[src/rtl/pid_ctrl.sv]
// pid_ctrl: multi-cycle PID controller shared by the altitude, attitude and yaw loops.
//
// Each sample runs through the same five states: Idle, Mul, Sum, Clamp, Out.
//  - Idle:  accept a setpoint/measurement pair and its gains.
//  - Mul:   form the P, I-increment and D products.
//  - Sum:   form the integrator candidate (with anti-windup) and the total.
//  - Clamp: clamp the total into the unsigned command.
//  - Out:   hold the result until the consumer takes it.
// With the result taken immediately the latency is 4 cycles and the minimum sample period is 5.
//
// Optional feature: define PID_DERIV_FILTER_EN to pass the D term through a first-order IIR
// (coefficient 2^-DF_SHIFT). Without it the raw D term is used and no filter state exists.
//
// Ports:
//   clk, reset            clock, synchronous active-high reset
//   sink_valid/ready      input handshake; ready only in Idle
//   sink_setpoint/data    signed setpoint and measurement (DATA_W)
//   sink_kp/ki/kd         unsigned gains (GAIN_W), k/2^FRAC_SHIFT
//   clear                 zero integrator, derivative history, saturation history, filter
//   source_valid/ready    output handshake
//   source_pid            command clamped to [0, OUT_MAX] (OUT_W)
//   source_sat            command was clamped high or low
module pid_ctrl #(
  parameter int unsigned DATA_W     = 16,
  parameter int unsigned GAIN_W     = 8,
  parameter int unsigned FRAC_SHIFT = 4,
  parameter int unsigned OUT_W      = 15,
  parameter int unsigned OUT_MAX    = 12240,
  parameter int unsigned I_MAX      = 12240,
  parameter int unsigned DF_SHIFT   = 2
) (
  input  logic              clk,
  input  logic              reset,
  input  logic              sink_valid,
  output logic              sink_ready,
  input  logic [DATA_W-1:0] sink_setpoint,
  input  logic [DATA_W-1:0] sink_data,
  input  logic [GAIN_W-1:0] sink_kp,
  input  logic [GAIN_W-1:0] sink_ki,
  input  logic [GAIN_W-1:0] sink_kd,
  input  logic              clear,
  output logic              source_valid,
  input  logic              source_ready,
  output logic [OUT_W-1:0]  source_pid,
  output logic              source_sat
);

  localparam int unsigned ACC_W = DATA_W + GAIN_W + 4;
  localparam int unsigned ERR_W = DATA_W + 1;
  localparam int unsigned DIF_W = DATA_W + 2;

  localparam logic signed [ACC_W-1:0] OutMaxS = ACC_W'(OUT_MAX);
  localparam logic signed [ACC_W-1:0] IMaxS   = ACC_W'(I_MAX);

  typedef enum logic [2:0] {
    StIdle  = 3'd0,
    StMul   = 3'd1,
    StSum   = 3'd2,
    StClamp = 3'd3,
    StOut   = 3'd4
  } state_e;

  state_e state_q, state_d;
  logic   state_bad;

  // Latched sample
  logic        [DATA_W-1:0] sp_q, sp_d, meas_q, meas_d;
  logic        [GAIN_W-1:0] kp_q, kp_d, ki_q, ki_d, kd_q, kd_d;
  // Mul stage
  logic signed [ERR_W-1:0]  err_prev_q, err_prev_d;
  logic                     seen_q, seen_d;     // a sample has been seen since reset/clear
  logic signed [ACC_W-1:0]  p_q, p_d, i_inc_q, i_inc_d, d_q, d_d;
  // Sum stage
  logic signed [ACC_W-1:0]  i_cand_q, i_cand_d, sum_q, sum_d;
  logic                     i_wr_q, i_wr_d;     // dropped by clear so Clamp writes a zero
  // Clamp stage and persistent state
  logic signed [ACC_W-1:0]  i_acc_q, i_acc_d;
  logic                     sat_hi_q, sat_hi_d, sat_lo_q, sat_lo_d;
  logic        [OUT_W-1:0]  pid_q, pid_d;
  logic                     sat_q, sat_d;
  logic                     valid_q, valid_d;
  logic                     sink_ready_q, sink_ready_d;

`ifdef PID_DERIV_FILTER_EN
  logic signed [ACC_W-1:0]  d_f_q, d_f_d;
  logic signed [ACC_W-1:0]  d_f_step;
`else
  // DF_SHIFT only matters when the filter is built.
  logic unused_df_shift;
  assign unused_df_shift = ^DF_SHIFT;
`endif

  // Datapath
  logic signed [ERR_W-1:0] err_c;
  logic signed [DIF_W-1:0] diff_c;
  logic signed [ACC_W-1:0] err_x, diff_x, kp_x, ki_x, kd_x;
  logic signed [ACC_W-1:0] p_prod, i_prod, d_prod;
  logic signed [ACC_W-1:0] i_sum, i_cand_c, d_use, sum_c;
  logic                    i_hold;

  always_comb begin
    err_c  = {sp_q[DATA_W-1], sp_q} - {meas_q[DATA_W-1], meas_q};
    // First sample after reset/clear uses err as err_prev, so the difference is zero.
    diff_c = seen_q ? ({err_c[ERR_W-1], err_c} - {err_prev_q[ERR_W-1], err_prev_q}) : '0;

    err_x  = {{(ACC_W-ERR_W){err_c[ERR_W-1]}}, err_c};
    diff_x = {{(ACC_W-DIF_W){diff_c[DIF_W-1]}}, diff_c};
    kp_x   = {{(ACC_W-GAIN_W){1'b0}}, kp_q};
    ki_x   = {{(ACC_W-GAIN_W){1'b0}}, ki_q};
    kd_x   = {{(ACC_W-GAIN_W){1'b0}}, kd_q};

    p_prod = kp_x * err_x;
    i_prod = ki_x * err_x;
    d_prod = kd_x * diff_x;

    // Conditional integration: don't push further into a saturation the output already hit.
    i_hold = (sat_hi_q && !i_inc_q[ACC_W-1] && (i_inc_q != '0)) ||
             (sat_lo_q && i_inc_q[ACC_W-1]);
    i_sum  = i_acc_q + i_inc_q;
    if (i_hold) begin
      i_cand_c = i_acc_q;
    end else if (i_sum[ACC_W-1]) begin
      i_cand_c = '0;
    end else if (i_sum > IMaxS) begin
      i_cand_c = IMaxS;
    end else begin
      i_cand_c = i_sum;
    end

`ifdef PID_DERIV_FILTER_EN
    d_f_step = d_q - d_f_q;
    d_use    = d_f_q + (d_f_step >>> DF_SHIFT);
`else
    d_use    = d_q;
`endif

    sum_c = p_q + i_cand_c + d_use;
  end

  // Next-state
  always_comb begin
    state_d      = state_q;
    state_bad    = 1'b0;
    sp_d         = sp_q;
    meas_d       = meas_q;
    kp_d         = kp_q;
    ki_d         = ki_q;
    kd_d         = kd_q;
    err_prev_d   = err_prev_q;
    seen_d       = seen_q;
    p_d          = p_q;
    i_inc_d      = i_inc_q;
    d_d          = d_q;
    i_cand_d     = i_cand_q;
    sum_d        = sum_q;
    i_wr_d       = i_wr_q;
    i_acc_d      = i_acc_q;
    sat_hi_d     = sat_hi_q;
    sat_lo_d     = sat_lo_q;
    pid_d        = pid_q;
    sat_d        = sat_q;
    valid_d      = valid_q;
    sink_ready_d = sink_ready_q;
`ifdef PID_DERIV_FILTER_EN
    d_f_d        = d_f_q;
`endif

    case (state_q)
      StIdle: begin
        if (sink_valid) begin
          sp_d         = sink_setpoint;
          meas_d       = sink_data;
          kp_d         = sink_kp;
          ki_d         = sink_ki;
          kd_d         = sink_kd;
          sink_ready_d = 1'b0;
          state_d      = StMul;
        end
      end
      StMul: begin
        err_prev_d = err_c;
        seen_d     = 1'b1;
        p_d        = p_prod >>> FRAC_SHIFT;
        i_inc_d    = i_prod >>> FRAC_SHIFT;
        d_d        = d_prod >>> FRAC_SHIFT;
        state_d    = StSum;
      end
      StSum: begin
        i_cand_d = i_cand_c;
        sum_d    = sum_c;
        i_wr_d   = 1'b1;
`ifdef PID_DERIV_FILTER_EN
        d_f_d    = d_use;
`endif
        state_d  = StClamp;
      end
      StClamp: begin
        i_acc_d = i_wr_q ? i_cand_q : '0;
        if (sum_q[ACC_W-1]) begin
          pid_d    = '0;
          sat_d    = 1'b1;
          sat_hi_d = 1'b0;
          sat_lo_d = 1'b1;
        end else if (sum_q > OutMaxS) begin
          pid_d    = OUT_W'(OUT_MAX);
          sat_d    = 1'b1;
          sat_hi_d = 1'b1;
          sat_lo_d = 1'b0;
        end else begin
          pid_d    = sum_q[OUT_W-1:0];
          sat_d    = 1'b0;
          sat_hi_d = 1'b0;
          sat_lo_d = 1'b0;
        end
        valid_d = 1'b1;
        state_d = StOut;
      end
      StOut: begin
        if (source_ready) begin
          valid_d      = 1'b0;
          sink_ready_d = 1'b1;
          state_d      = StIdle;
        end
      end
      default: state_bad = 1'b1;
    endcase

    // Clear wins over any stage write, including the Clamp write of i_acc.
    if (clear) begin
      i_acc_d  = '0;
      seen_d   = 1'b0;
      sat_hi_d = 1'b0;
      sat_lo_d = 1'b0;
      i_wr_d   = 1'b0;
`ifdef PID_DERIV_FILTER_EN
      d_f_d    = '0;
`endif
    end
  end

  always_ff @(posedge clk) begin
    if (reset || state_bad) begin
      state_q      <= StIdle;
      sp_q         <= '0;
      meas_q       <= '0;
      kp_q         <= '0;
      ki_q         <= '0;
      kd_q         <= '0;
      err_prev_q   <= '0;
      seen_q       <= 1'b0;
      p_q          <= '0;
      i_inc_q      <= '0;
      d_q          <= '0;
      i_cand_q     <= '0;
      sum_q        <= '0;
      i_wr_q       <= 1'b0;
      i_acc_q      <= '0;
      sat_hi_q     <= 1'b0;
      sat_lo_q     <= 1'b0;
      pid_q        <= '0;
      sat_q        <= 1'b0;
      valid_q      <= 1'b0;
      sink_ready_q <= 1'b1;
`ifdef PID_DERIV_FILTER_EN
      d_f_q        <= '0;
`endif
    end else begin
      state_q      <= state_d;
      sp_q         <= sp_d;
      meas_q       <= meas_d;
      kp_q         <= kp_d;
      ki_q         <= ki_d;
      kd_q         <= kd_d;
      err_prev_q   <= err_prev_d;
      seen_q       <= seen_d;
      p_q          <= p_d;
      i_inc_q      <= i_inc_d;
      d_q          <= d_d;
      i_cand_q     <= i_cand_d;
      sum_q        <= sum_d;
      i_wr_q       <= i_wr_d;
      i_acc_q      <= i_acc_d;
      sat_hi_q     <= sat_hi_d;
      sat_lo_q     <= sat_lo_d;
      pid_q        <= pid_d;
      sat_q        <= sat_d;
      valid_q      <= valid_d;
      sink_ready_q <= sink_ready_d;
`ifdef PID_DERIV_FILTER_EN
      d_f_q        <= d_f_d;
`endif
    end
  end

  assign sink_ready   = sink_ready_q;
  assign source_valid = valid_q;
  assign source_pid   = pid_q;
  assign source_sat   = sat_q;

endmodule

[config.mk]
export PLATFORM = sky130hd
export DESIGN_NAME = pid_ctrl
export DESIGN_NICKNAME = d
export VERILOG_FILES = /design/src/rtl/pid_ctrl.sv
export SDC_FILE = /design/constraint.sdc
export NUM_CORES = 2
export LEC_CHECK = 0
export CORE_ASPECT_RATIO = 0.75
export CORE_UTILIZATION = 38
export CTS_BUF_LIST = sky130_fd_sc_hd__clkbuf_16
export CTS_CLUSTER_SIZE = 8
export DETAILED_ROUTE_END_ITERATION = 12
export HOLD_SLACK_MARGIN = 0.06
export PLACE_DENSITY_LB_ADDON = 0.3
export SETUP_SLACK_MARGIN = 0.5
export SLEW_MARGIN = 5
export SYNTH_ARGS = -nofsm -noshare
export SYNTH_HDL_FRONTEND = slang
export SYNTH_SLANG_ARGS = --single-unit
[constraint.sdc]
create_clock -name clk -period 15.8 [get_ports clk]
set_clock_uncertainty 0.2 [all_clocks]
set_input_delay 2.37 -clock clk [delete_from_list [all_inputs] [get_ports clk]]
set_output_delay 2.37 -clock clk [all_outputs]
set_load 0.01 [all_outputs]
==> impl.org <==
** Status
- Status :: finished, final reports clean

** Worst hold path
- Class of the tightest hold or removal check :: reg -> reg
- Along the worst hold path, the cell count comes to 2.

** Route
- Detailed routing inserted a total of 23,100 vias.
- Initial DRC Count :: 1,659
- In the final routed layout, each cell accounts on average for 16.4 um.
- Using the TritonRoute via totals, the vias-per-cell ratio works out to 5.12.
- Final antenna-violating net count :: 0
- Post-detailed-route DRC marker count :: 0
- Total wirelength of the detailed-routed design :: 74.0 mm
- First-pass iteration count of the detailed router :: 5

** Power and ir drop
- Switching power :: 1.70 mW
- Per report_power, the clock group accounts for 20.9% of the total.
- Combinational fraction of design power :: 58.0%
- Peak supply drop :: 0.0842 mV
- Power density normalized to cell area :: 116 nW/um^2
- Share of total power consumed by net switching :: 47.1%
- Sequential fraction of design power :: 21.1%
- Leak :: 14.6 nW
- Internal portion of total power :: 1.91 mW

** Final layout
- Of the cells placed in the final design, the portion with a size suffix greater than 1 is 2.66%.
- For this run, the share of the core covered by cells in the final layout is 42.3%.
- At the end of the flow, the number of nets in the layout was 4,184.
- The area growth from synthesis to layout is 9.54%.
- Number of diodes added for antenna fixing :: 0
- Number of filler cells placed in the layout :: 7,359

** STA
- Slew HR :: 25.3%
- Total negative slack :: 0 ns
- Slew Limit Fails :: 0
- Unrepaired setup endpoints after global routing :: no
- Subtracting the final worst setup slack from the clock period gives 9.68 ns.
- The number of failing hold endpoints at the final stage is 0.
- Share of the clock period used by the worst path :: 61.3%
- Final setup violation count :: 0
- Derived from the worst setup path, the maximum achievable clock frequency is 0.103 GHz.
- Actual slew at the worst max-slew pin :: 1.12 ns

** Floorplan
- For this configuration, the core starts out at a cell density of 38.6%.
- In this run the horizontal extent of the chip is 318 um.
- The initialized floorplan defines 86 standard-cell rows.
- Measured along the y axis, the die boundary spans 239 um.
- The floorplan step defined a die boundary enclosing 76,200 sq um.
- Pin placement for this block handled 79 I/O pins.
- The floorplan step defined a core boundary enclosing 73,900 sq um.

** Global route
- Entering global routing, the biggest net connects 85 pins.
- The number of global-route vias before repair came to 22,700.
- For this run the aggregate overflow at the end of global routing stands at 0.
- Total global-route track usage :: 19.8%
- Wire length of the first global-routing pass :: 122 mm
- The number of antenna violations at the first check in global routing came to 0.

** CTS
- Setup bufs post-CTS :: 0
- The later pin in the worst-skew pair is clocked with a latency of 0.56 ns.
- Clock Sinks :: 249
- CTS built an H-tree with a depth of 2.
- Number of buffers on the longest clock path :: 3
- In this run, post-CTS repair resized a total of 0 instances.
- Buffers inserted to repair hold after CTS numbered 0.
- Clock tree synthesis inserted a total of 38 buffers.
- Clock tree root driver cell :: sky130_fd_sc_hd__clkbuf_16
- TritonCTS built the clock tree.
- Clock edge transition at the registers on the reported setup and hold paths :: 0.05 ns

** Critical path
- In this design, the critical path's most frequently occurring cell is sky130_fd_sc_hd__o21ai_0.
- On the critical path the largest part of the delay comes from compound AO/OA/AOI/OAI gates.
- Count of buffer and inverter cells on the critical path :: 5
- Of all nets on the critical path, the largest fanout is 18.
- Crit path largest cell delay :: 0.65 ns
- R2R cell count :: 38
- Data arrives at the worst endpoint at 9.95 ns.
- STA classifies the critical path startpoint as a register.
- STA classifies the critical path endpoint as a register.
- For the worst setup path, the data required time is 16.07 ns.
- The critical path runs through a total of 38 cells.
- The slowest stage of the critical path belongs to the cell sky130_fd_sc_hd__a2111oi_0.
- The critical path in this run is classified as reg -> reg.

** Yosys
- Counting every net in the synthesized netlist gives 4,188.
- Simple-gate share of the synthesized area :: 20.7%
- The synthesized netlist devotes 35.5% of its cell area to adder and majority cells.
- For this run, asynchronously set or reset flops after synthesis account for 0%.
- The synthesized netlist devotes 4.57% of its cell area to XOR and XNOR gates.
- Total standard cell area after synthesis :: 28,500 sq um
- Number of warnings issued by yosys :: 0
- Share of the synthesized area in compound gates (AO/OA/AOI/OAI) :: 12.9%
- For this run, the leading register cell type out of synthesis is sky130_fd_sc_hd__dfxtp_1.
- Synthesis produced a netlist whose cell count is 3,529.
- Yosys mapped a number of flops with a built-in enable equal to 0.
- Share of cell area taken by muxes after synthesis :: 0.180%
- Dividing the synthesized area by the synthesized cell count gives 8.09 sq um.
- Sequential cell area fraction in the yosys report :: 17.5%
- Dominant combinational cell family by area after synthesis :: adder cells
- Distinct cell type count of the synthesized netlist :: 76
- FF+latch count, synth :: 249

** Place
- Summed over all nets, the half-perimeter wirelength after detailed placement is 57.4 mm.
- Routability-driven placement finished with a final weighted congestion of 0.917.
- Port buffering added 78 buffers.

** Run
- # Max-Cap Violations :: 0
-- power by group through the flow --
stage | sequential (mW) | combinational (mW) | clock [mW]
6_report | 0.761 | 2.09 | 0.756
3_5_place_dp | 0.774 | 2.08 | 0
2_1_floorplan | 0.731 | 1.53 | 0
4_1_cts | 0.761 | 2.10 | 0.776
3_3_place_gp | 0.773 | 2.06 | 0
5_1_grt | 0.768 | 2.36 | 0.799
-- registers in the layout (all words and copies together), names as in the netlist, 16 cells and up --
name and count:
p_q 22, meas_q 16, err_prev_q 17, sum_q 28, d_q 23, i_inc_q 22
i_cand_q 28, sp_q 16, i_acc_q 28
-- worst register-to-register path: cells and delay by family, from the launching register on --
kind,cells,cell delay (ns)
adders and majority gates,8,3.23
AOI/OAI and AO/OA,16,3.73
DFF,1,0.32
xor gates and xnor gates,2,0.49
and+or+nand+nor,7,1.18
buffers and inverters,5,0.45
-- synthesized netlist by cell type (23+ instances only) --
cell type,instances,area (sq um)
sky130_fd_sc_hd__and3_1,50,313
sky130_fd_sc_hd__dfxtp_1,249,4980
sky130_fd_sc_hd__xor2_1,37,324
sky130_fd_sc_hd__nand3_1,76,380
sky130_fd_sc_hd__nand2_1,564,2120
sky130_fd_sc_hd__o21ai_0,83,415
sky130_fd_sc_hd__nand2b_1,23,144
sky130_fd_sc_hd__and2_1,188,1180
sky130_fd_sc_hd__a21oi_1,305,1530
sky130_fd_sc_hd__nor2_1,180,676
sky130_fd_sc_hd__nor3_1,52,260
sky130_fd_sc_hd__nor2b_1,38,238
sky130_fd_sc_hd__a21o_1,49,368
sky130_fd_sc_hd__xnor2_1,110,963
sky130_fd_sc_hd__ha_1,246,3080
sky130_fd_sc_hd__or3_1,29,181
sky130_fd_sc_hd__clkbuf_1,135,507
sky130_fd_sc_hd__fa_1,352,7050
sky130_fd_sc_hd__inv_1,511,1920
-- final cells by class --
class                           count  area [sq um]  area share, %
Inverter                          511          1920           6.13
Clock inverter                     10          86.3          0.276
Sequential cell                   249          4980           15.9
Timing Repair Buffer              108          1010           3.22
Clock buffer                       39           976           3.12
Multi-Input combinational cell   2617         21100           67.4
Tap cell                          968          1210           3.87
-- cell usage in the layout (no fill, tap or decap), types with 38 or more instances in the layout --
| cell type | n |
|---|---|
| sky130_fd_sc_hd__dfxtp_1 | 249 |
| sky130_fd_sc_hd__nor2_1 | 180 |
| sky130_fd_sc_hd__and2_1 | 188 |
| sky130_fd_sc_hd__ha_1 | 246 |
| sky130_fd_sc_hd__a21oi_1 | 304 |
| sky130_fd_sc_hd__inv_1 | 515 |
| sky130_fd_sc_hd__a21o_1 | 48 |
| sky130_fd_sc_hd__clkbuf_16 | 39 |
| sky130_fd_sc_hd__nand3_1 | 76 |
| sky130_fd_sc_hd__clkdlybuf4s50_1 | 78 |
| sky130_fd_sc_hd__and3_1 | 50 |
| sky130_fd_sc_hd__nor3_1 | 52 |
| sky130_fd_sc_hd__xnor2_1 | 110 |
| sky130_fd_sc_hd__o21ai_0 | 83 |
| sky130_fd_sc_hd__nor2b_1 | 38 |
| sky130_fd_sc_hd__fa_1 | 352 |
| sky130_fd_sc_hd__nand2_1 | 564 |
-- metal layers --
metal | vias up | part of all wire, % | track usage, %
met5 | - | 0 | 0
met4 | 0 | 2.4 | 5.37
met3 | 102 | 4.7 | 2.38
met2 | 464 | 43 | 30.7
met1 | 11200 | 50 | 29.0
li1 | 11300 | - | -
-- through the flow --
stage	total power, mW	hold slack (ns)	setup slack, ns	cell area (sq um)	cells
floorplan	2.26	0.226	6.99	28500	3529
global placement	2.84	0.236	6.28	30200	4453
detailed placement	2.85	0.241	6.20	30200	4453
CTS	3.63	0.252	6.13	31300	4502
global route	3.93	0.271	5.20	31300	4502
finish	3.61	0.249	6.12	31300	4502
-- final timing paths --
kind                              start  endpoint  slack (ns)
worst max-delay path            sp_q[0]   d_q[22]        6.12
worst min-delay path             p_q[9]    p_q[9]        0.25
worst max register to register  sp_q[0]   d_q[22]        6.12
worst min register to register   p_q[9]    p_q[9]        0.25
-- cell families after synthesis --
group | after synthesis
AOI/OAI and AO/OA | 608
buffers and inverters | 663
adders and majority gates | 598
xor gates and xnor gates | 148
and+or+nand+nor | 1258
muxes | 5
DFF | 249
Power figures use the tool's default switching activity.
==> patch, RTL diff (config.mk and constraints unchanged) <==
Set the parameter `OUT_W` to 13 (it was 15).
--- a/src/rtl/pid_ctrl.sv
+++ b/src/rtl/pid_ctrl.sv
@@ -24,7 +24,7 @@
   parameter int unsigned DATA_W     = 16,
   parameter int unsigned GAIN_W     = 8,
   parameter int unsigned FRAC_SHIFT = 4,
-  parameter int unsigned OUT_W      = 15,
+  parameter int unsigned OUT_W      = 13,
   parameter int unsigned OUT_MAX    = 12240,
   parameter int unsigned I_MAX      = 12240,
   parameter int unsigned DF_SHIFT   = 2
Interface: changed (resized source_pid); port bits go from 79 to 77. No check against the original RTL was run, so the function may have changed too.
==> patch against the unedited design <==
Sequential cell count decreased by 2. Wire length increased by 8.0%. Total power increased by 2.0%. Synthesized area increased by 2.4%. Final area increased by 2.6%. Largest cell class unchanged. Worst setup slack improved by 350 ps. Largest power group unchanged. Critical path depth decreased by 4. Highest routed layer is now met5.
==> patch: results (changes against the unedited design) <==
status finished clean; share of synthesized cell area in full adder, half adder and majority cells 34.63% (-0.84 points); cell family contributing the most delay on the critical path adder cells; global-route wire length before repair 131.2 mm (+7.4%); Yosys Warn Count 0 (unchanged); cts bufs inserted 38 (unchanged); count of nets after finishing 4258 (+1.8%); Seq/Total Area, Yosys 16.91% (-0.55 points); number of resized instances in the post-cts repair step 0 (unchanged); RePlAce Congestion 0.8929 (-2.6%); clock insertion delay at the later pin of the skew report 570 ps; clock input transition at the sequential cells of the worst setup and hold paths 50 ps (about the same); routed wirelength normalized by instance count 17.26 um (+5.0%); post-CTS setup-driven buffer insertion count 0 (unchanged); DRT iter0 DRCs 2082 (+25%); count of buffers from port buffering 76 (-2.6%); biggest area contributors in the synthesized netlist sky130_fd_sc_hd__fa_1, sky130_fd_sc_hd__dfxtp_1, sky130_fd_sc_hd__ha_1; arrival time worst endpoint 9540 ps (-410 ps); total number of vias 24320 (+5.4%); gr usage total 20.97% (+1.2 points); antenna violations before repair 2 (+2); worst-path fanout max 18 (unchanged); post-synthesis compound-gate area fraction 14.96% (+2.1 points); top post-synthesis cells by count sky130_fd_sc_hd__nand2_1, sky130_fd_sc_hd__inv_1, sky130_fd_sc_hd__fa_1; normalized max-slew margin 34.50% (+9.2 points); number of library cell types mapped by synthesis 88 (+16%); total iterations of the first detailed-routing run 6 (+1); final setup vio count 0 (unchanged); Max H-tree Level 2 (unchanged); portion of netlist area occupied by mux cells 0.1070% (-0.073 points); share of cells above drive strength 1 3.632% (+0.97 points); registers with the most flip-flops i_acc_q x28, i_cand_q x28, sum_q x28; peak supply drop 74.95 uV (-11%); worst min-delay path class flop to flop; slowest cell on the critical path sky130_fd_sc_hd__fa_1; ys async rst share 0% (unchanged); CTS root buffer sky130_fd_sc_hd__clkbuf_16; leakage power 14.77 nW (+1.0%); share of the synthesized netlist area taken by xor and xnor gates 3.877% (-0.69 points); buffers from clock root to sink, at most 3 (unchanged); filler cell count in the final layout 7655 (+4.0%); maximum single-stage delay on the critical path 560 ps (-90 ps); top_reg_cell synth sky130_fd_sc_hd__dfxtp_1; pin count of the biggest net entering global routing 75 (-12%); count of inserted antenna diode cells 0 (unchanged); post-detail-place hpwl 62.27 mm (+8.5%)
[patch: cell type report]
type                    instances  share of cell area, %
multi-input cells            2694                  68.04
flip-flops and latches        247                  15.42
inverters                     505                  5.910
well taps                    1023                  3.990
repair buffers                113                  3.238
clock buffers                  38                  2.965
clock inverters                10                 0.4447
[patch: kinds of logic (layout without fill, tap and decap cells)]
kind of cell,after synthesis,after routing
xor gates and xnor gates,127,127
and+or+nand+nor,1275,1275
buffers and inverters,666,666
adders and majority gates,598,598
AOI/OAI and AO/OA,691,691
muxes,3,3
DFF,247,247
[patch: worst paths after layout]
path | from | to | slack, ps | cells past startpoint
min reg2reg | meas_q[10] | meas_q[10] | 250 | 2
min | meas_q[10] | meas_q[10] | 250 | 2
max reg2reg | sp_q[0] | d_q[21] | 6470 | 34
max | sp_q[0] | d_q[21] | 6470 | 34
[patch: through the flow]
step | area [sq um] | hold WS (ps) | setup slack [ps] | cells
floorplan | 29240 | 226.3 | 7312 | 3607
global placement | 30980 | 240.5 | 6642 | 4582
detailed placement | 30980 | 243.6 | 6583 | 4582
CTS | 32070 | 253.2 | 6534 | 4630
global route | 32080 | 264.7 | 5919 | 4630
finish | 32080 | 251.6 | 6469 | 4630
[patch: worst reg2reg max path: cells and delay by family (launching register included)]
family | cells | cell delay (ps)
compound gates | 10 | 2330
xor+xnor | 3 | 710
fa+ha+maj | 8 | 3140
buf+inv | 5 | 400
flops | 1 | 320
simple gates | 8 | 2080
[patch: where the power goes]
part	internal [mW]	leakage (nW)	switching (mW)
logic	0.791	12.2	1.36
registers	0.686	2.01	0.0709
clock network	0.462	0.539	0.313
[patch: routing by layer]
layer / GRT usage [%] / vias up / part of all wire (%)
met5: 0 / - / 0.039
met4: 4.790 / 4 / 2.1
met3: 3.996 / 97 / 6.9
met2: 31.09 / 644 / 42
met1: 31.14 / 11780 / 49
li1: - / 11790 / -
